==> config.mk <==
export PLATFORM = sky130hd
export DESIGN_NAME = cpu_clock_sched
export DESIGN_NICKNAME = d
export VERILOG_FILES = /design/src/rtl/clock_pkg.sv /design/src/rtl/ce_decode.sv /design/src/rtl/cpu_clock_sched.sv
export SDC_FILE = /design/constraint.sdc
export NUM_CORES = 1
export LEC_CHECK = 0
export BUFFER_PORTS_ARGS = -buffer_cell sky130_fd_sc_hd__buf_2
export CAP_MARGIN = 30
export CORE_AREA = 2 2 39 41
export DETAILED_ROUTE_END_ITERATION = 8
export DIE_AREA = 0 0 41 43
export GPL_TIMING_DRIVEN = 0
export PLACE_DENSITY_LB_ADDON = 0.1
export SYNTH_ARGS = -nofsm -noshare
export SYNTH_HDL_FRONTEND = slang
export SYNTH_HIERARCHICAL = 1
export SYNTH_SLANG_ARGS = --single-unit
==> constraint.sdc <==
create_clock -name clock -period 4.8 [get_ports clock]
set_input_delay 0 -clock clock [delete_from_list [all_inputs] [get_ports clock]]
set_output_delay 0 -clock clock [all_outputs]
set_load 0.005 [all_outputs]
==> src/rtl/clock_pkg.sv <==
// Purpose: shared speed encodings, FSM states and ce slot definitions for the CPU clock scheduler.
// Latency: functions only. They are evaluated combinationally by whichever module calls them.
// Backpressure: none; this package holds declarations only.
package clock_pkg;

    // Requested and applied CPU speed. The reserved code is folded onto 3.5 MHz on entry.
    typedef enum logic [1:0] {
        SPD_3M5  = 2'b00,
        SPD_7M   = 2'b01,
        SPD_14M  = 2'b10,
        SPD_RSVD = 2'b11
    } speed_t;

    // RUN: CPU enables follow the slot pattern. HOLD: CPU clock frozen by contention.
    typedef enum logic {
        ST_RUN  = 1'b0,
        ST_HOLD = 1'b1
    } sched_state_t;

    // Default for the maximum number of consecutive suppressed ce_p slots.
    localparam int HOLD_MAX_DEFAULT = 7;

    // The phase counter spans one 3.5 MHz CPU period of the 28 MHz master clock.
    localparam int                PH_W    = 3;
    localparam logic [PH_W-1:0]   PH_LAST = 3'd7;

    // Slot flags for a single phase.
    typedef struct packed {
        logic p;    // CPU rising-edge slot
        logic n;    // CPU falling-edge slot
        logic ula;  // 7 MHz pixel slot
    } ce_slots_t;

    // Map a raw speed request onto a supported speed. The reserved code runs at 3.5 MHz.
    function automatic speed_t speed_sanitize(input logic [1:0] raw);
        speed_t result;
        case (raw)
            2'b01:   result = SPD_7M;
            2'b10:   result = SPD_14M;
            default: result = SPD_3M5;
        endcase
        return result;
    endfunction

    // ce_p slots: all of them fall on odd phases and phase 7 belongs to every speed.
    // Because speed only switches at the 7 -> 0 boundary, two rising edges can never
    // end up closer than 2 cycles apart.
    function automatic logic slot_p(input logic [PH_W-1:0] ph, input speed_t spd);
        logic result;
        case (spd)
            SPD_7M:  result = (ph[1:0] == 2'b11);
            SPD_14M: result = ph[0];
            default: result = (ph == 3'd7);
        endcase
        return result;
    endfunction

    // ce_n slots sit halfway between the ce_p slots of the same speed.
    function automatic logic slot_n(input logic [PH_W-1:0] ph, input speed_t spd);
        logic result;
        case (spd)
            SPD_7M:  result = (ph[1:0] == 2'b01);
            SPD_14M: result = ~ph[0];
            default: result = (ph == 3'd3);
        endcase
        return result;
    endfunction

    // The pixel enable does not depend on CPU speed.
    function automatic logic slot_ula(input logic [PH_W-1:0] ph);
        return (ph[1:0] == 2'b11);
    endfunction

endpackage

==> src/rtl/ce_decode.sv <==
// Purpose: decode phase + applied speed into ce_p / ce_n / ce_ula slot flags.
// Latency: purely combinational, zero cycles.
// Backpressure: none. The caller gates the flags with the hold state.
// Ports: ph    - phase that the flags refer to
//        speed - speed in force during that phase
//        slots - {p, n, ula} slot flags
module ce_decode
    import clock_pkg::*;
(
    input  logic [PH_W-1:0] ph,
    input  speed_t          speed,
    output ce_slots_t       slots
);

    always_comb begin
        slots     = '0;
        slots.p   = slot_p(ph, speed);
        slots.n   = slot_n(ph, speed);
        slots.ula = slot_ula(ph);
    end

endmodule

==> src/rtl/cpu_clock_sched.sv <==
// Purpose: generate CPU/ULA clock enables from the 28 MHz master clock, with contention hold.
// Latency: every output is registered. Inputs sampled at an edge affect the outputs of the next cycle.
// Backpressure: contend&vfetch holds ce_p/ce_n for at most HOLD_MAX slots, then the clock is forced through.
// Ports: clock, reset (sync, active high); speed request; contend/vfetch contention inputs;
//        ce_p/ce_n CPU edge enables; ce_ula pixel enable; speed_cur applied speed; stalled flag.
module cpu_clock_sched
    import clock_pkg::*;
#(
    parameter int HOLD_MAX = HOLD_MAX_DEFAULT
)(
    input  logic       clock,
    input  logic       reset,
    input  logic [1:0] speed,
    input  logic       contend,
    input  logic       vfetch,
    output logic       ce_p,
    output logic       ce_n,
    output logic       ce_ula,
    output logic [1:0] speed_cur,
    output logic       stalled
);

    localparam int              CNT_W     = (HOLD_MAX < 1) ? 1 : $clog2(HOLD_MAX + 1);
    localparam logic [CNT_W-1:0] CNT_LIMIT = CNT_W'(HOLD_MAX);

    logic [PH_W-1:0]  ph;
    logic [PH_W-1:0]  ph_next;
    sched_state_t     state;
    sched_state_t     state_next;
    logic [CNT_W-1:0] hold_cnt;
    logic [CNT_W-1:0] hold_cnt_next;
    speed_t           pending;
    speed_t           cur_spd;
    speed_t           speed_applied;
    logic             speed_commit;
    logic             contended;
    logic             ce_p_next;
    logic             ce_n_next;
    ce_slots_t        slots;

    // Outputs are registered. The decode therefore looks one cycle ahead: it uses
    // the phase and the speed that will hold in the cycle where the pulse appears.
    assign ph_next = ph + 1'b1;

    // The speed switch happens at the edge that ends a phase-7 cycle spent in RUN.
    // If the CPU is held at phase 7, the switch waits for a later phase 7 in RUN,
    // so the slot pattern never changes while the CPU clock is frozen.
    assign speed_commit  = (ph == PH_LAST) && (state == ST_RUN);
    assign speed_applied = speed_commit ? pending : cur_spd;

    // Contention is sampled at the edge that ends the cycle before a ce_p slot.
    // That is exactly when slots.p (the look-ahead flag) is high.
    assign contended = contend & vfetch;

    assign speed_cur = cur_spd;

    ce_decode u_decode (
        .ph    (ph_next),
        .speed (speed_applied),
        .slots (slots)
    );

    // State register and hold counter.
    always_ff @(posedge clock) begin
        if (reset) begin
            state    <= ST_RUN;
            hold_cnt <= '0;
        end else begin
            state    <= state_next;
            hold_cnt <= hold_cnt_next;
        end
    end

    // Next-state and next-enable logic. hold_cnt counts suppressed ce_p slots
    // in a row. When it reaches the limit, the next slot is released even if
    // contention is still present.
    always_comb begin
        state_next    = state;
        hold_cnt_next = hold_cnt;
        ce_p_next     = 1'b0;
        ce_n_next     = 1'b0;
        case (state)
            ST_RUN: begin
                ce_n_next = slots.n;
                if (slots.p) begin
                    if (contended && (hold_cnt != CNT_LIMIT)) begin
                        state_next    = ST_HOLD;
                        hold_cnt_next = hold_cnt + 1'b1;
                    end else begin
                        ce_p_next     = 1'b1;
                        hold_cnt_next = '0;
                    end
                end
            end
            ST_HOLD: begin
                // ce_n stays frozen along with ce_p while the CPU is held.
                if (slots.p) begin
                    if (contended && (hold_cnt != CNT_LIMIT)) begin
                        hold_cnt_next = hold_cnt + 1'b1;
                    end else begin
                        state_next    = ST_RUN;
                        ce_p_next     = 1'b1;
                        hold_cnt_next = '0;
                    end
                end
            end
            default: begin
                state_next    = ST_RUN;
                hold_cnt_next = '0;
            end
        endcase
    end

    // Phase, speed and output registers.
    always_ff @(posedge clock) begin
        if (reset) begin
            ph      <= '0;
            pending <= SPD_3M5;
            cur_spd <= SPD_3M5;
            ce_p    <= 1'b0;
            ce_n    <= 1'b0;
            ce_ula  <= 1'b0;
            stalled <= 1'b0;
        end else begin
            ph      <= ph_next;
            pending <= speed_sanitize(speed);
            if (speed_commit) begin
                cur_spd <= pending;
            end
            ce_p    <= ce_p_next;
            ce_n    <= ce_n_next;
            ce_ula  <= slots.ula;
            // stalled covers the first suppressed slot through the cycle before
            // the releasing ce_p. That window matches the HOLD state one cycle ahead.
            stalled <= (state_next == ST_HOLD);
        end
    end

endmodule

==> reports/qor.csv, run 1 <==
stage,metric,value,unit
setup_path,cp-end-kind,flip-flop,
outcome,status,finished clean,
finish,final_util,0.5687,
detailed_routing,post_drt_wl_per_cell,10.73,um
setup_path,critPathArrivalTime,2870,ps
hold_path,hold_class,input pin to flip-flop,
detailed_routing,drc,0,
setup_path,path_max_fanout,8,
floorplan,die_h,43,um
clocking,clk_pin_slew,80,ps
grt,grt_pass1_vias,397,
clocking,cts_setup_buffers,0,
clocking,cts_root_buffer,clkbuf_4,
grt,grt_busiest_layer,met2,
power_and_ir_drop,leakagePower,0.3620,nW
placed_design,place.gp.congestion,0.6861,
grt,use_met1,0.1914,
logic_synthesis,syn_inst,57,
detailed_routing,dr.pass1.iters,4,
logic_synthesis,ys_warn_count,6,
placed_design,io_buffers,11,
clocking,htree_levels,1,
grt,grt_antenna_before_repair,0,
timing,max_slew_margin,0.8397,
clocking,cts_tree,yes,
grt,overflow,0,
timing,slew_viol_final,0,
timing,fmax,0.3729,GHz
flow_run,maxCapViolCount,0,
floorplan,initial_core_util,0.4593,
timing,rsz0062_at_grt,no,
detailed_routing,detail-route-antenna-nets,0,
grt,grt_max_degree,11,
detailed_routing,dr_total_vias,453,
timing,fin_tns_setup,0,ps
detailed_routing,viasPerCell,4.924,
floorplan,core,0.001384,sq mm
timing,fin_skew,3.448,ps
floorplan,die_w,41,um
finish,area_delta_synth_final,23.82,%
floorplan,dieArea,0.001763,sq mm
floorplan,ios,12,
power_and_ir_drop,cellPowerDensity,290.3,mW/mm^2
logic_synthesis,synth_nets,69,
timing,period_needed,2682,ps
clocking,cts_buffers,3,
setup_path,required,4990,ps
placed_design,place_hpwl,709.5,um
grt,grt_pass1_wl,1.683,mm
clocking,cts.path.max_buffers,2,
setup_path,worstSetupPathType,flip-flop to flip-flop,
finish,final_layout_size_suffix_gt1_frac,0.2763,
timing,finalSetupViolations,0,
floorplan,row_count,14,
grt,met3_usage,0.03141,
logic_synthesis,yosys_register_bits,14,
finish,diodes,0,
clocking,clock-sinks,14,
logic_synthesis,seq_area_frac_synth,0.4409,
finish,num-fill-cells,131,
setup_path,start_kind,flip-flop,
timing,fin_hold_ws,130.5,ps
timing,fin_crit_sh,0.5587,
detailed_routing,drt-initial-drc-count,4,
grt,grt_use_met2,0.1969,
timing,worst_slew_pin_slew,237.3,ps
power_and_ir_drop,ir_drop,0.0001506,V
detailed_routing,wl,987,um
timing,hold_violations,0,
logic_synthesis,avgSynthCellArea,11.15,sq um
clocking,clk_latency,280,ps
grt,grt.total_usage,0.1468,
finish,nets,89,
logic_synthesis,syn_area,635.6,sq um
logic_synthesis,synth.distinct_cells,23,
state kept, by name (all words and copies together), names as in the netlist, named ones only:
| register | count |
|---|---|
| hold_cnt | 3 |
| pending | 2 |
| ce_p | 1 |
| speed_cur | 2 |
| ce_n | 1 |
| ph | 3 |
| ce_ula | 1 |
final timing paths:
path         slack (ps)  depth (start not counted)  startpoint          end
min                 130                          3     contend         ce_p
min reg2reg         460                          1       ph[0]        ph[0]
max reg2reg        2120                          9       ph[0]  hold_cnt[0]
max                2120                          9       ph[0]  hold_cnt[0]
report_power, final:
part / switching, mW / leakage (nW) / internal [mW]
Clock: 0.0373 / 0.0210 / 0.0461
Sequential: 0.00165 / 0.114 / 0.121
Combinational: 0.0100 / 0.227 / 0.0127
placed cells by master, fill, tap and decap left out, drive strengths merged, types with 2 or more instances in the layout:
master | netlist | layout
dfxtp | 14 | 14
buf | 1 | 12
ha | 6 | 6
nor2b | 6 | 6
nor3b | 5 | 5
inv | 4 | 4
dlygate4sd3 | 0 | 4
clkbuf | 0 | 4
a21oi | 3 | 3
mux2 | 3 | 3
nand2b | 3 | 3
nand3 | 2 | 2
cell families (layout without fill, tap and decap cells):
group,Yosys count,after routing,synth area share
buf+inv,5,24,0.03543
mux,3,3,0.06496
fa+ha+maj,6,6,0.1181
flops,14,14,0.4409
compound gates,6,6,0.06496
simple gates,23,23,0.2756
repair_timing:
| action | 4_1_cts | 5_1_grt |
|---|---|---|
| hold endpoints to repair | 6 | 0 |
| setup endpoints to repair | 0 | 0 |
| gates resized for setup | 0 | 0 |
| hold buffers | 4 | 0 |
worst max-delay path: stages (launching register included):
cell and delay (ps):
dfxtp_1 340, ha_1 200, ha_1 210, nand2b_4 90
mux2_4 310, ha_1 360, mux2_1 330, a32o_1 290
or3b_1 390, o31ai_1 70
synth_stat cells, drive strengths merged:
cell / count / area share
mux2: 3 / 0.065
ha: 6 / 0.12
and2: 1 / 0.0098
buf: 1 / 0.012
nand2b: 3 / 0.041
nor4bb: 1 / 0.016
and3b: 1 / 0.014
dfxtp: 14 / 0.44
or2b: 1 / 0.012
or3b: 1 / 0.014
a211o: 1 / 0.014
a21oi: 3 / 0.024
nor2b: 6 / 0.083
nor3b: 5 / 0.059
nand2: 1 / 0.0059
nor2: 1 / 0.0059
a32o: 1 / 0.016
inv: 4 / 0.024
o31ai: 1 / 0.012
nand3: 2 / 0.016
routing by layer:
metal | wire length, um | vias to the layer above
li1 | - | 236
met1 | 439 | 204
met2 | 497 | 9
met3 | 32 | 4
met4 | 18 | 0
met5 | 0 | -
metrics by stage:
stage | instance area, sq um | power [mW] | worst slack, ps | cells
floorplan | 635.6 | 0.1383 | 2286 | 57
finish | 787.0 | 0.2285 | 2118 | 92
detailed placement | 710.7 | 0.1459 | 2134 | 84
CTS | 787.0 | 0.2343 | 2105 | 92
global route | 787.0 | 0.2412 | 1966 | 92
global placement | 710.7 | 0.1457 | 2146 | 84
final cells by class:
| type | count | area, sq um | area share |
|---|---|---|---|
| plain buffers | 1 | 7.507 | 0.009539 |
| clock buffers | 4 | 36.28 | 0.04610 |
| inverters | 4 | 15.01 | 0.01908 |
| multi-input cells | 38 | 332.8 | 0.4229 |
| flip-flops and latches | 14 | 280.3 | 0.3561 |
| well taps | 16 | 20.02 | 0.02544 |
| repair buffers | 15 | 95.09 | 0.1208 |
(Power assumes the default switching activity.)
==> run 2, diff against run 1 <==
--- a/config.mk
+++ b/config.mk
@@ -7,9 +7,9 @@
 export LEC_CHECK = 0
 export BUFFER_PORTS_ARGS = -buffer_cell sky130_fd_sc_hd__buf_2
 export CAP_MARGIN = 30
-export CORE_AREA = 2 2 39 41
+export CORE_MARGIN = 1.5
+export CORE_UTILIZATION = 46
 export DETAILED_ROUTE_END_ITERATION = 8
-export DIE_AREA = 0 0 41 43
 export GPL_TIMING_DRIVEN = 0
 export PLACE_DENSITY_LB_ADDON = 0.1
 export SYNTH_ARGS = -nofsm -noshare
==> constraint.sdc (replaced) <==
create_clock -name clock -period 2.21 [get_ports clock]
set_input_delay 0 -clock clock [delete_from_list [all_inputs] [get_ports clock]]
set_output_delay 0 -clock clock [all_outputs]
set_load 0.005 [all_outputs]
==> run 2 against run 1 <==
- the flow now finishes with violations (setup timing)
- critical path depth grew 1
- global-route usage rose by 2.5 points
- fmax is 14% higher
- clock-buffer cell count stayed put
- critical path type unchanged
- register-to-register slack lost 2300 ps
- combinational power grew to 2.7 times the previous value
- wire length grew 14%
- first-iteration DRC count rose by 25%
- die area fell by 8.5%
- clock power rose by 120%
- sequential cell count is the same
==> reports/qor.csv, run 2 (same netlist as run 1, synthesis figures left out) <==
stage,metric,value,unit
outcome,status,"complete, but fails checks",
outcome,violations,setup timing,
clocking,cts_tree,yes,
grt,grt.total_usage,0.1723,
detailed_routing,drt-initial-drc-count,5,
finish,final_layout_size_suffix_gt1_frac,0.4198,
detailed_routing,detail-route-antenna-nets,0,
floorplan,die_w,40.17,um
floorplan,dieArea,0.001614,sq mm
setup_path,reg2reg_to,hold_cnt[0],
finish,reg.largest.list,"hold_cnt x3, ph x3",
hold_path,min_from,contend,
setup_path,worstSetupPathType,flip-flop to flip-flop,
timing,fmax,0.4242,GHz
power_and_ir_drop,clkPwrFrac,0.361,
finish,area_delta_synth_final,37.01,%
detailed_routing,viasPerCell,4.865,
hold_path,hold_class,input pin to flip-flop,
grt,grt_max_degree,11,
detailed_routing,post_drt_wl_per_cell,11.72,um
finish,final_cell_mix,"12 x dfxtp_1, 11 x buf_2, 6 x buf_4, 5 x nor3b_1",
setup_path,cp-end-kind,flip-flop,
setup_path,required,2410,ps
timing,setup_slack,-147.4,ps
finish,stdcell_area,870.8,sq um
placed_design,place.gp.congestion,0.6928,
floorplan,ios,12,
hold_path,min_delay_worst_endpoint,ce_p,
timing,worst_slew_pin_slew,230.3,ps
grt,grt_pass1_vias,425,
timing,fin_skew,5.797,ps
power_and_ir_drop,swShare,0.2238,
detailed_routing,wl,1.125,mm
floorplan,core,0.001301,sq mm
finish,fin_cells,96,
setup_path,r2r-start,ph[0],
power_and_ir_drop,internal_power,0.4003,mW
grt,grt_pass1_wl,1.683,mm
finish,nets,94,
floorplan,row_count,13,
timing,hold_violations,0,
timing,finalSetupViolations,5,
power_and_ir_drop,cellPowerDensity,592.2,mW/mm^2
floorplan,die_h,40.17,um
finish,diodes,0,
clocking,cts.path.max_buffers,2,
clocking,htree_levels,1,
placed_design,place_inst,83,
detailed_routing,dr_total_vias,467,
placed_design,placed_cell_area,753.2,sq um
clocking,clock-sinks,14,
setup_path,path_max_fanout,4,
timing,fin_crit_sh,1.067,
power_and_ir_drop,ir_drop,0.0003814,V
power_and_ir_drop,comb_power_share,0.119,
placed_design,place_hpwl,750.3,um
grt,grt_antenna_before_repair,0,
setup_path,critPathArrivalTime,2560,ps
power_and_ir_drop,p_sw,0.1154,mW
timing,period_needed,2357,ps
timing,rsz0062_at_grt,yes,
clocking,clk_pin_slew,90,ps
timing,fin_hold_ws,123.6,ps
hold_path,min_path_cells,3,
setup_path,rr_worst_depth,10,
grt,overflow,0,
timing,max_slew_margin,0.8444,
clocking,cts_root_buffer,clkbuf_4,
finish,final_common_cell,dfxtp_1,
floorplan,initial_core_util,0.4885,
setup_path,reg2reg_slack,-150,ps
detailed_routing,drc,0,
setup_path,start_kind,flip-flop,
placed_design,pre_cts_ws,-214.0,ps
timing,slew_viol_final,0,
placed_design,io_buffers,11,
power_and_ir_drop,pwr-share-seq,0.520,
clocking,cts_buffers,3,
flow_run,maxCapViolCount,0,
power_and_ir_drop,leakagePower,0.3961,nW
clocking,clk_latency,280,ps
detailed_routing,dr.pass1.iters,2,
[run 2: cell count changes in the layout (fill, tap and decap cells not counted), sizes merged]
cell and change:
buf +5
[run 2: layout make-up]
class	instances	area [sq um]
Clock buffer	4	36.28
Inverter	4	17.52
Sequential cell	14	282.8
Fill cell	111	430.4
Tap cell	15	18.77
Buffer	1	7.507
Multi-Input combinational cell	38	375.4
Timing Repair Buffer	20	132.6
[run 2: power groups by stage]
stage | Sequential (mW) | Combinational (mW) | Clock [mW]
6_report | 0.268 | 0.0615 | 0.186
5_1_grt | 0.270 | 0.0688 | 0.203
4_1_cts | 0.268 | 0.0620 | 0.192
3_5_place_dp | 0.274 | 0.0522 | 0
3_3_place_gp | 0.274 | 0.0509 | 0
2_1_floorplan | 0.274 | 0.0343 | 0
[run 2: how the worst max path moves through the flow]
stage,to,depth (start not counted),startpoint,slack [ps]
after floorplan,hold_cnt[0],9,ph[0],-110
after global placement,hold_cnt[0],9,ph[0],-200
final,hold_cnt[0],10,ph[0],-150
after CTS,hold_cnt[0],10,ph[0],-180
after global routing,hold_cnt[0],9,ph[0],-240
after detailed placement,hold_cnt[0],9,ph[0],-210
[run 2: layer usage]
layer	track usage	routed length (um)	vias up
li1	-	-	244
met1	0.1809	495	216
met2	0.2782	587	5
met3	0.05000	29	2
met4	0.1500	12	0
met5	0	0	-
[run 2: stage by stage]
step | power [mW] | TNS (ps) | utilization
floorplan | 0.3084 | -120.9 | -
global placement | 0.3249 | -320.4 | 0.5788
detailed placement | 0.3266 | -413.1 | 0.5788
CTS | 0.5219 | -558.4 | 0.6663
global route | 0.5418 | -835.2 | 0.6692
finish | 0.5157 | -410.8 | 0.6692
[run 2: what timing repair did]
action	in CTS	in global routing
endpoints found under the setup margin	4	5
pin swaps	2	1
setup buffers	5	0
cloned	0	0
hold buffers	4	0
resized for setup	0	2
endpoints found under the hold margin	5	0
[run 2: critical path, stage by stage, from the launching register on]
cell,delay [ps]
dfxtp_2,340
ha_4,160
ha_4,160
nand2b_4,70
mux2_4,330
inv_4,60
ha_4,200
mux2_4,290
a32o_2,240
or3b_1,350
o31ai_1,70
==> run 3, diff against run 2 <==
--- a/config.mk
+++ b/config.mk
@@ -12,7 +12,9 @@
 export DETAILED_ROUTE_END_ITERATION = 8
 export GPL_TIMING_DRIVEN = 0
 export PLACE_DENSITY_LB_ADDON = 0.1
+export SKIP_LAST_GASP = 1
 export SYNTH_ARGS = -nofsm -noshare
 export SYNTH_HDL_FRONTEND = slang
 export SYNTH_HIERARCHICAL = 1
 export SYNTH_SLANG_ARGS = --single-unit
+export TNS_END_PERCENT = 1
==> run 3 against run 2 <==
- the run still ends with setup timing left
- clock-buffer cell count stayed put
- final cell count unchanged
- via count is 0.21% lower
- sequential share of layout area down 0.14 points
- combinational power fell by 2%
- largest cell class unchanged
- sequential cell count unchanged
- wire length up 0.98%
- critical path type unchanged
- clock skew shrank 4.4 ps
- global-route usage is 0.58 points lower
- utilization increased by 0.29 points
- register-to-register slack about the same
- critical path depth is 1 lower
==> reports/qor.csv, run 3 (same netlist as run 1, synthesis figures left out) <==
stage,metric,value,unit
finish,final_common_cell,dfxtp_1,
setup_path,start_kind,flip-flop,
floorplan,row_count,13,
detailed_routing,drc,0,
timing,worst_slew_pin_slew,231.9,ps
timing,hold_violations,0,
detailed_routing,met3WireLength,27,um
detailed_routing,wl_met2,589,um
timing,fin_hold_ws,119.4,ps
grt,grt_pass1_vias,411,
timing,slew_viol_final,0,
finish,reg.largest.list,"hold_cnt x3, ph x3",
outcome,violations,setup timing,
grt,grt.total_usage,0.1665,
grt,grt_pass1_wl,1.669,mm
placed_design,placed_cell_area,753.2,sq um
finish,final_layout_size_suffix_gt1_frac,0.4321,
clocking,clk_pin_slew,90,ps
power_and_ir_drop,power,0.5140,mW
timing,fin_skew,1.416,ps
timing,rsz0062_at_grt,yes,
floorplan,die_w,40.17,um
flow_run,maxCapViolCount,0,
outcome,status,"complete, but fails checks",
floorplan,die_h,40.17,um
placed_design,io_buffers,11,
setup_path,worstSetupPathType,flip-flop to flip-flop,
detailed_routing,wl_met1,519,um
clocking,cts_tree,yes,
timing,fin_crit_sh,1.069,
detailed_routing,dr.pass1.iters,4,
power_and_ir_drop,ir_drop,0.0004449,V
setup_path,required,2400,ps
grt,overflow,0,
placed_design,place.gp.congestion,0.6921,
setup_path,cp-end-kind,flip-flop,
timing,period_needed,2362,ps
detailed_routing,post_drt_wl_per_cell,11.83,um
detailed_routing,drt-initial-drc-count,2,
clocking,clock-sinks,14,
floorplan,ios,12,
clocking,cts_buffers,3,
detailed_routing,wl,1.136,mm
clocking,cts_root_buffer,clkbuf_4,
power_and_ir_drop,leakagePower,0.3961,nW
setup_path,path_max_fanout,3,
finish,final_cell_mix,"12 x dfxtp_1, 11 x buf_2, 6 x buf_4, 5 x nor3b_1",
timing,fmax,0.4234,GHz
finish,stdcell_area,874.6,sq um
clocking,cts.path.max_buffers,2,
setup_path,critPathArrivalTime,2560,ps
floorplan,dieArea,0.001614,sq mm
timing,max_slew_margin,0.8433,
hold_path,hold_class,input pin to flip-flop,
finish,nets,94,
detailed_routing,highest_layer,met3,
finish,diodes,0,
floorplan,core,0.001301,sq mm
power_and_ir_drop,cellPowerDensity,587.8,mW/mm^2
placed_design,place_hpwl,778.4,um
finish,area_delta_synth_final,37.60,%
detailed_routing,viasPerCell,4.854,
detailed_routing,detail-route-antenna-nets,0,
clocking,htree_levels,1,
clocking,clk_latency,270,ps
grt,grt_max_degree,11,
placed_design,place_inst,83,
grt,grt_antenna_before_repair,0,
floorplan,initial_core_util,0.4885,
detailed_routing,dr_total_vias,466,
finish,fin_cells,96,
timing,setup_slack,-152.0,ps
timing,finalSetupViolations,5,
## run 3: layer usage
layer  GRT usage  vias to the layer above
met1      0.1911                      218
met5           0                        -
met2      0.2823                        5
met3     0.05000                        0
li1            -                      243
met4     0.07500                        0
## run 3: final timing paths
kind	start	endpoint	slack, ps	depth (start not counted)
min	contend	ce_p	120	3
max	ph[0]	hold_cnt[0]	-150	9
min reg2reg	hold_cnt[1]	hold_cnt[1]	480	2
max reg2reg	ph[0]	hold_cnt[0]	-150	9
## run 3: where the power goes
group / switching, mW / total (mW) / internal (mW)
sequential: 0.00522 / 0.268 / 0.263
combinational: 0.0239 / 0.0601 / 0.0362
clock: 0.0856 / 0.186 / 0.100
## run 3: critical path, cell delays in order (launching register included)
cell and delay (ps):
dfxtp_2 340, ha_4 160, ha_4 160, nand2b_4 80, mux2_4 320, ha_4 280
mux2_4 290, a32o_2 240, or3b_1 350, o31ai_1 70
## run 3: what timing repair did
item | 4_1_cts | 5_1_grt
setup buffers | 5 | 0
setup endpoints to repair | 4 | 6
hold buffers | 4 | 0
hold endpoints to repair | 4 | 0
gates resized for setup | 0 | 3
pin swaps | 2 | 1
## run 3: per-stage QoR
step           TNS, ps  worst slack, ps    util
2_1_floorplan   -138.3           -111.4       -
3_3_place_gp    -338.0           -200.5  0.5788
3_5_place_dp    -435.0           -223.7  0.5788
4_1_cts         -612.6           -182.0  0.6663
5_1_grt         -910.0           -230.9  0.6721
6_report        -498.3           -152.0  0.6721
## run 3: cell type report
cell class / instances / area (sq um)
Inverter: 4 / 17.52
Buffer: 1 / 7.507
Clock buffer: 4 / 36.28
Fill cell: 112 / 426.7
Multi-Input combinational cell: 38 / 379.1
Tap cell: 15 / 18.77
Timing Repair Buffer: 20 / 132.6
Sequential cell: 14 / 282.8
